## src/rtl/mic1_sequencer.sv

```systemverilog
// mic1_sequencer: MIC-1 microprogram sequencer (FETCH/EXEC/WAIT/HALT) with MIR decode.
// Ports: clk, rst_n (async active-low); cs_addr/cs_data control-store read;
// alu_n/alu_z flags; mbr for JMPC; mem_busy memory handshake;
// b_read_enable, c_write_enable, alu_ctrl, mem_write/mem_read/mem_fetch datapath controls;
// halted, illegal status.
// Option: define SEQ_ILLEGAL_TRAP_EN to trap B-field codes 9..15 into a sticky illegal halt.
module mic1_sequencer #(
    parameter int         MBR_WIDTH = 8,
    parameter logic [8:0] HALT_ADDR = 9'h1FF
) (
    input  logic                 clk,
    input  logic                 rst_n,
    output logic [8:0]           cs_addr,
    input  logic [35:0]          cs_data,
    input  logic                 alu_n,
    input  logic                 alu_z,
    input  logic [MBR_WIDTH-1:0] mbr,
    input  logic                 mem_busy,
    output logic [8:0]           b_read_enable,
    output logic [8:0]           c_write_enable,
    output logic [7:0]           alu_ctrl,
    output logic                 mem_write,
    output logic                 mem_read,
    output logic                 mem_fetch,
    output logic                 halted,
    output logic                 illegal
);
    typedef enum logic [1:0] {FETCH, EXEC, WAIT, HALT} state_t;
    state_t      state, state_nx;
    logic [8:0]  mpc, mpc_nx, jump;
    logic [35:0] mir;
    logic [7:0]  mbr8;
    logic        bad;
    logic        trap;
    assign mbr8    = 8'(mbr);
    assign bad     = mir[3:0] > 4'd8;
    assign cs_addr = mpc;
    assign halted  = state == HALT;
    // JAMN/JAMZ can only set bit 8; JMPC ORs the low byte with MBR.
    assign jump = {mir[35] | (mir[25] & alu_n) | (mir[24] & alu_z),
                   mir[34:27] | (mir[26] ? mbr8 : 8'h00)};
`ifdef SEQ_ILLEGAL_TRAP_EN
    assign trap = bad;
    always_ff @(posedge clk or negedge rst_n)
        if (!rst_n) illegal <= 1'b0;
        else if (state == EXEC && bad) illegal <= 1'b1;
`else
    assign trap    = 1'b0;
    assign illegal = 1'b0;
`endif
    always_comb begin
        state_nx = state;
        mpc_nx   = mpc;
        case (state)
            FETCH: state_nx = EXEC;
            EXEC: begin
                mpc_nx   = trap ? HALT_ADDR : jump;
                state_nx = (trap || jump == HALT_ADDR) ? HALT :
                           (|mir[6:4] && mem_busy) ? WAIT : FETCH;
            end
            WAIT: state_nx = mem_busy ? WAIT : FETCH;
            HALT: state_nx = HALT;
        endcase
    end
    // Datapath controls are registered on the FETCH edge so they are live only during EXEC.
    always_ff @(posedge clk or negedge rst_n) begin
        if (!rst_n) begin
            state          <= FETCH;
            mpc            <= '0;
            mir            <= '0;
            b_read_enable  <= '0;
            c_write_enable <= '0;
            alu_ctrl       <= '0;
            {mem_write, mem_read, mem_fetch} <= '0;
        end else begin
            state          <= state_nx;
            mpc            <= mpc_nx;
            if (state == FETCH) mir <= cs_data;
            b_read_enable  <= (state == FETCH && cs_data[3:0] <= 4'd8) ? 9'd1 << cs_data[3:0] : '0;
            c_write_enable <= state == FETCH ? cs_data[15:7] : '0;
            alu_ctrl       <= state == FETCH ? cs_data[23:16] : '0;
            {mem_write, mem_read, mem_fetch} <= state == FETCH ? cs_data[6:4] : '0;
        end
    end
endmodule

```

## config.mk

```make
export PLATFORM = sky130hd
export DESIGN_NAME = mic1_sequencer
export DESIGN_NICKNAME = d
export VERILOG_FILES = /design/src/rtl/mic1_sequencer.sv
export SDC_FILE = /design/constraint.sdc
export NUM_CORES = 1
export LEC_CHECK = 0
export CAP_MARGIN = 20
export CORE_ASPECT_RATIO = 0.7
export CORE_MARGIN = 1.5
export CORE_UTILIZATION = 37
export DETAILED_ROUTE_END_ITERATION = 16
export GPL_TIMING_DRIVEN = 0
export PLACE_DENSITY = 0.84
export REMOVE_ABC_BUFFERS = 1
export SYNTH_ARGS = -nofsm -noshare
export SYNTH_HDL_FRONTEND = slang
export SYNTH_SLANG_ARGS = --single-unit
```

## constraint.sdc

```tcl
create_clock -name clk -period 1.2 [get_ports clk]
set_clock_uncertainty 0.05 [all_clocks]
set_input_delay 0.24 -clock clk [delete_from_list [all_inputs] [get_ports clk]]
set_output_delay 0.24 -clock clk [all_outputs]
set_load 0.01 [all_outputs]
```

* After elaboration in Yosys (flattened, before gate mapping)
Index checks and enable logic that the tools add are counted.
Word-level totals: register bits after elaboration 76, input bits 49, output and inout port bits 40, logic and storage cells 33
Operators by class: $lt $le $gt $ge 1, equal/unequal tests 4, shift-type cells 1, muxes and demuxes 9, bitwise gates (word level) 5, reductions and logical operators 4
Operators by type and width (number):
- two-way mux 9 bit | 2
- two-way mux 8 bit | 2
- == test 9 bit (second input constant) | 1
- left shift 1 x 4 -> 9 bit (first input constant) | 1
- OR 8 bit | 1
- case mux 2 bit (4 select lines) | 1
- two-way mux 2 bit | 3
- == test 2 bit (second input constant) | 2
- <= comparator 4 bit (second input constant) | 1
- two-way mux 3 bit | 1
- OR reduction 3 bit | 1
- AND 1 bit | 2
- == test 2 x 1 -> 1 bit (second input constant) | 1
- logical AND 1 bit | 2
- logical NOT 2 bit | 1
- OR 1 bit | 2

* Longest topological paths before layout
depth after elaboration 6, gate-level depth with buffers 5, mapped depth without buffers 4

* Worst setup path after synthesis
No wires, ideal clock.
kind register -> register, start register state[1], end register mir[25], setup time 125 ps, arrival time 1160 ps, data required time 1025 ps, slack -135 ps, stages on the path, launching flop included 4, buffers on the path 1, period minus slack after synthesis 1335 ps, cells stage by stage dfrtp_1 > nor2_2 > buf_4 > mux2_2
Between the ends: word-level cells in the longest chain between the ends 1
Ends and longest elaborated chain:
- start: declaration | RTL line 29 | state_t state, state_nx;
- start signal: assignment | RTL line 76 | state <= state_nx;
- logical NOT 2 bit | RTL line 78 | if (state == FETCH) mir <= cs_data;
- end signal: assignment | RTL line 78
- end: declaration | RTL line 31 | logic [35:0] mir;
No other way between the ends. A chain may end at the register's enable or synchronous reset.

* Final worst setup path
start register state[1], end register b_read_enable[8]
Between the ends: word-level cells in the longest chain between the ends 3
Ends and longest elaborated chain:
- logical NOT 2 bit | RTL line 79 | b_read_enable <= (state == FETCH && cs_data[3:0] <= 4'd8) ? 9'd1 << cs_data[3:0] : '0;
- logical AND 1 bit | RTL line 79
- two-way mux 9 bit | RTL line 79
- end signal: assignment | RTL line 79
- end: declaration | RTL line 19 | output logic [8:0] b_read_enable,
No other way between the ends.

==> metrics.yaml <==
worst_setup_path:
  crit_arrival_ns: 1.61
  max_stage_delay_ns: 0.43
  cpLargestDelayFamily: "simple AND/OR/NAND/NOR gates"
  critical_path.cell_chain: "buf_6, or2_4, or3_4, nor3b_2"
  crit_buf_inv: 1
  cp_slowest_cell: "dfrtp_2"
  required_ns: 1.37
  start_kind: "flip-flop"
  critPathKind: "reg2reg"
  end_kind: "flip-flop"
  cp_max_fo: 4
drt:
  drc: 0
  viasPerCell: 4.67
  vias: 1612
  first_pass_iters: 4
  finalWirelength_um: 5050
  wire_per_inst_um: 14.6
  drtIter0Drc: 55
  ant_nets: 0
grt:
  grt_pass1_vias: 1680
  grt_max_degree: 29
  grt_remaining_overflow: 0
  grt_pass1_wl_um: 8270
  use_met2_pct: 28.4
  grt_antenna_before_repair: 0
  met1_usage_pct: 25.2
  grt.busiest_layer: "met2"
  grtUsageMet3_pct: 5.99
  grt_usage_pct: 18.3
finish:
  drive_gt1_share_pct: 41.0
  multiInputGateArea_um2: 748
  antennaDiodeCount: 0
  n_fill_cell: 427
  seqCellArea_mm2: 0.00138
  fin_area_mm2: 0.00329
  nets: 321
  fin_util_pct: 62.6
  area_delta_synth_final_pct: 62.1
clock_tree:
  cts_root_buf: "clkbuf_8"
  clk_pin_slew_worst_paths_ns: 0.09
  cts_buffers: 5
  cts_tree: "built"
  clockBufferDepth: 2
  clock_latency_ns: 0.29
  htreeDepth: 2
  cts.sinks: 55
timing:
  drv_slew: 0
  fin_crit_sh_pct: 119
  max_freq_ghz: 0.697
  period_minus_slack_ns: 1.43
  setup_viol: 45
  hold_violations: 0
  grt_setup_unrepaired: "yes"
  whs_ns: 0.361
  worst_slack_ns: -0.234
synthesis:
  ys_seq_elements: 55
  synth-edff-count: 0
  synth_area_leader_cell: "dfrtp_1"
  ys_warn_count: 0
  synth-async-reset-ratio_pct: 100
  ys_seq_area_share_pct: 67.8
  synth_commonest_cells: "dfrtp_1 (55), and2_1 (20), mux2_2 (12)"
  synth_area_mm2: 0.00203
  yosysMostFrequentCell: "dfrtp_1"
  synth_top_area_share_pct: 67.8
  synth_area_leaders: "dfrtp_1 (68%), mux2_2 (6.7%), and2_1 (6.2%)"
  syn_inst: 158
  ys_types: 30
  synth_area_per_cell_um2: 12.8
  synth_ff_type: "dfrtp_1"
die:
  dieArea_mm2: 0.00595
  rows: 22
  dieHeight_um: 65.0
  coreArea_mm2: 0.00526
  ios: 89
  start_util_pct: 38.6
  die-width_um: 91.5
power_and_ir_drop:
  peakVddDrop_mv: 1.10
  power_density_mw_per_mm2: 2350
  leakage_nw: 1.60
  total_power_mw: 7.74
place:
  io_buffers: 87
  dp_hpwl_um: 3330
  gp_congestion: 0.885
  placed_area_mm2: 0.00298
  place_ws_ns: -0.588
run_status:
  violations: "negative setup slack"
  status: "finished, violations left"
flow_run:
  max-cap-violations: 0
min_path:
  worstHoldPathType: "in2reg"
through the flow:
| stage | TNS, ns | instances |
|---|---|---|
| finish | -5.59 | 345 |
| global route | -7.94 | 345 |
| CTS | -8.43 | 344 |
| detailed placement | -16.30 | 312 |
| global placement | -128.49 | 310 |
| floorplan | -12.09 | 151 |
worst reg2reg max path: stages (launching register included):
cell	delay, ns
dfrtp_2	0.43
buf_6	0.13
or2_4	0.24
or3_4	0.36
nor3b_2	0.15
cells by family (layout without fill, tap and decap cells):
group / count (synthesis) / count (layout) / synth area share (%)
AO/OA/AOI/OAI: 30 / 30 / 8.69
buffers and inverters: 8 / 123 / 1.97
flip-flops: 55 / 55 / 67.8
multiplexers: 12 / 12 / 6.66
other: 1 / 1 / 0.185
AND/OR/NAND/NOR: 52 / 52 / 14.7
flip-flops by register name (all words and copies together), names as in the netlist:
name and cells:
alu_ctrl 8, b_read_enable 9, c_write_enable 9, cs_addr 9
mem_fetch 1, mem_read 1, mem_write 1, mir 15
state 2
layer usage:
layer | wire length [um] | vias up
met3 | 393 | 2
li1 | - | 768
met1 | 2320 | 781
met5 | 0 | -
met2 | 2320 | 61
met4 | 18 | 0
placed cells by master (no fill, tap or decap), types with 3 or more instances in the layout:
| master | Yosys | routed |
|---|---|---|
| buf_4 | 2 | 13 |
| a21o_1 | 3 | 3 |
| o21ai_0 | 10 | 9 |
| clkbuf_2 | 1 | 17 |
| buf_2 | 1 | 21 |
| nor2_1 | 5 | 3 |
| mux2_4 | 0 | 12 |
| nand2_1 | 10 | 9 |
| dfrtp_1 | 55 | 53 |
| and2_1 | 20 | 11 |
| clkbuf_8 | 0 | 6 |
| buf_6 | 0 | 10 |
| clkdlybuf4s50_1 | 0 | 45 |
| and2_4 | 0 | 9 |
| a21oi_1 | 8 | 8 |
power by group:
part           switching, mW  internal (mW)
Combinational           1.48           2.05
Clock                  0.570          0.676
Sequential             0.434           2.53
Total                   2.49           5.25
cell type report:
| cell class | count | area share, % |
|---|---|---|
| Clock inverter | 2 | 1.06 |
| Multi-Input combinational cell | 95 | 22.7 |
| Timing Repair Buffer | 114 | 28.9 |
| Tap cell | 72 | 2.74 |
| Inverter | 1 | 0.114 |
| Clock buffer | 6 | 2.51 |
| Sequential cell | 55 | 41.9 |
path summary, 6_finish.rpt:
| check | startpoint | to | slack, ns | cells after the start |
|---|---|---|---|---|
| min | mbr[0] | cs_addr[0] | 0.36 | 3 |
| max reg2reg | state[1] | b_read_enable[8] | -0.23 | 4 |
| min reg2reg | cs_addr[5] | cs_addr[5] | 0.44 | 2 |
| max | state[1] | b_read_enable[8] | -0.23 | 4 |
| max in group asynchronous | rst_n | state[0] | 0.21 | 3 |
| min in group asynchronous | rst_n | cs_addr[4] | 0.40 | 2 |
timing repair:
action,CTS,global route
hold endpoints to repair,27,0
buffers inserted,20,4
resized for setup,149,45
gates cloned,3,0
hold buffers,1,0
pin swaps,13,7
setup endpoints to repair,94,108
Power figures use the tool's default switching activity.
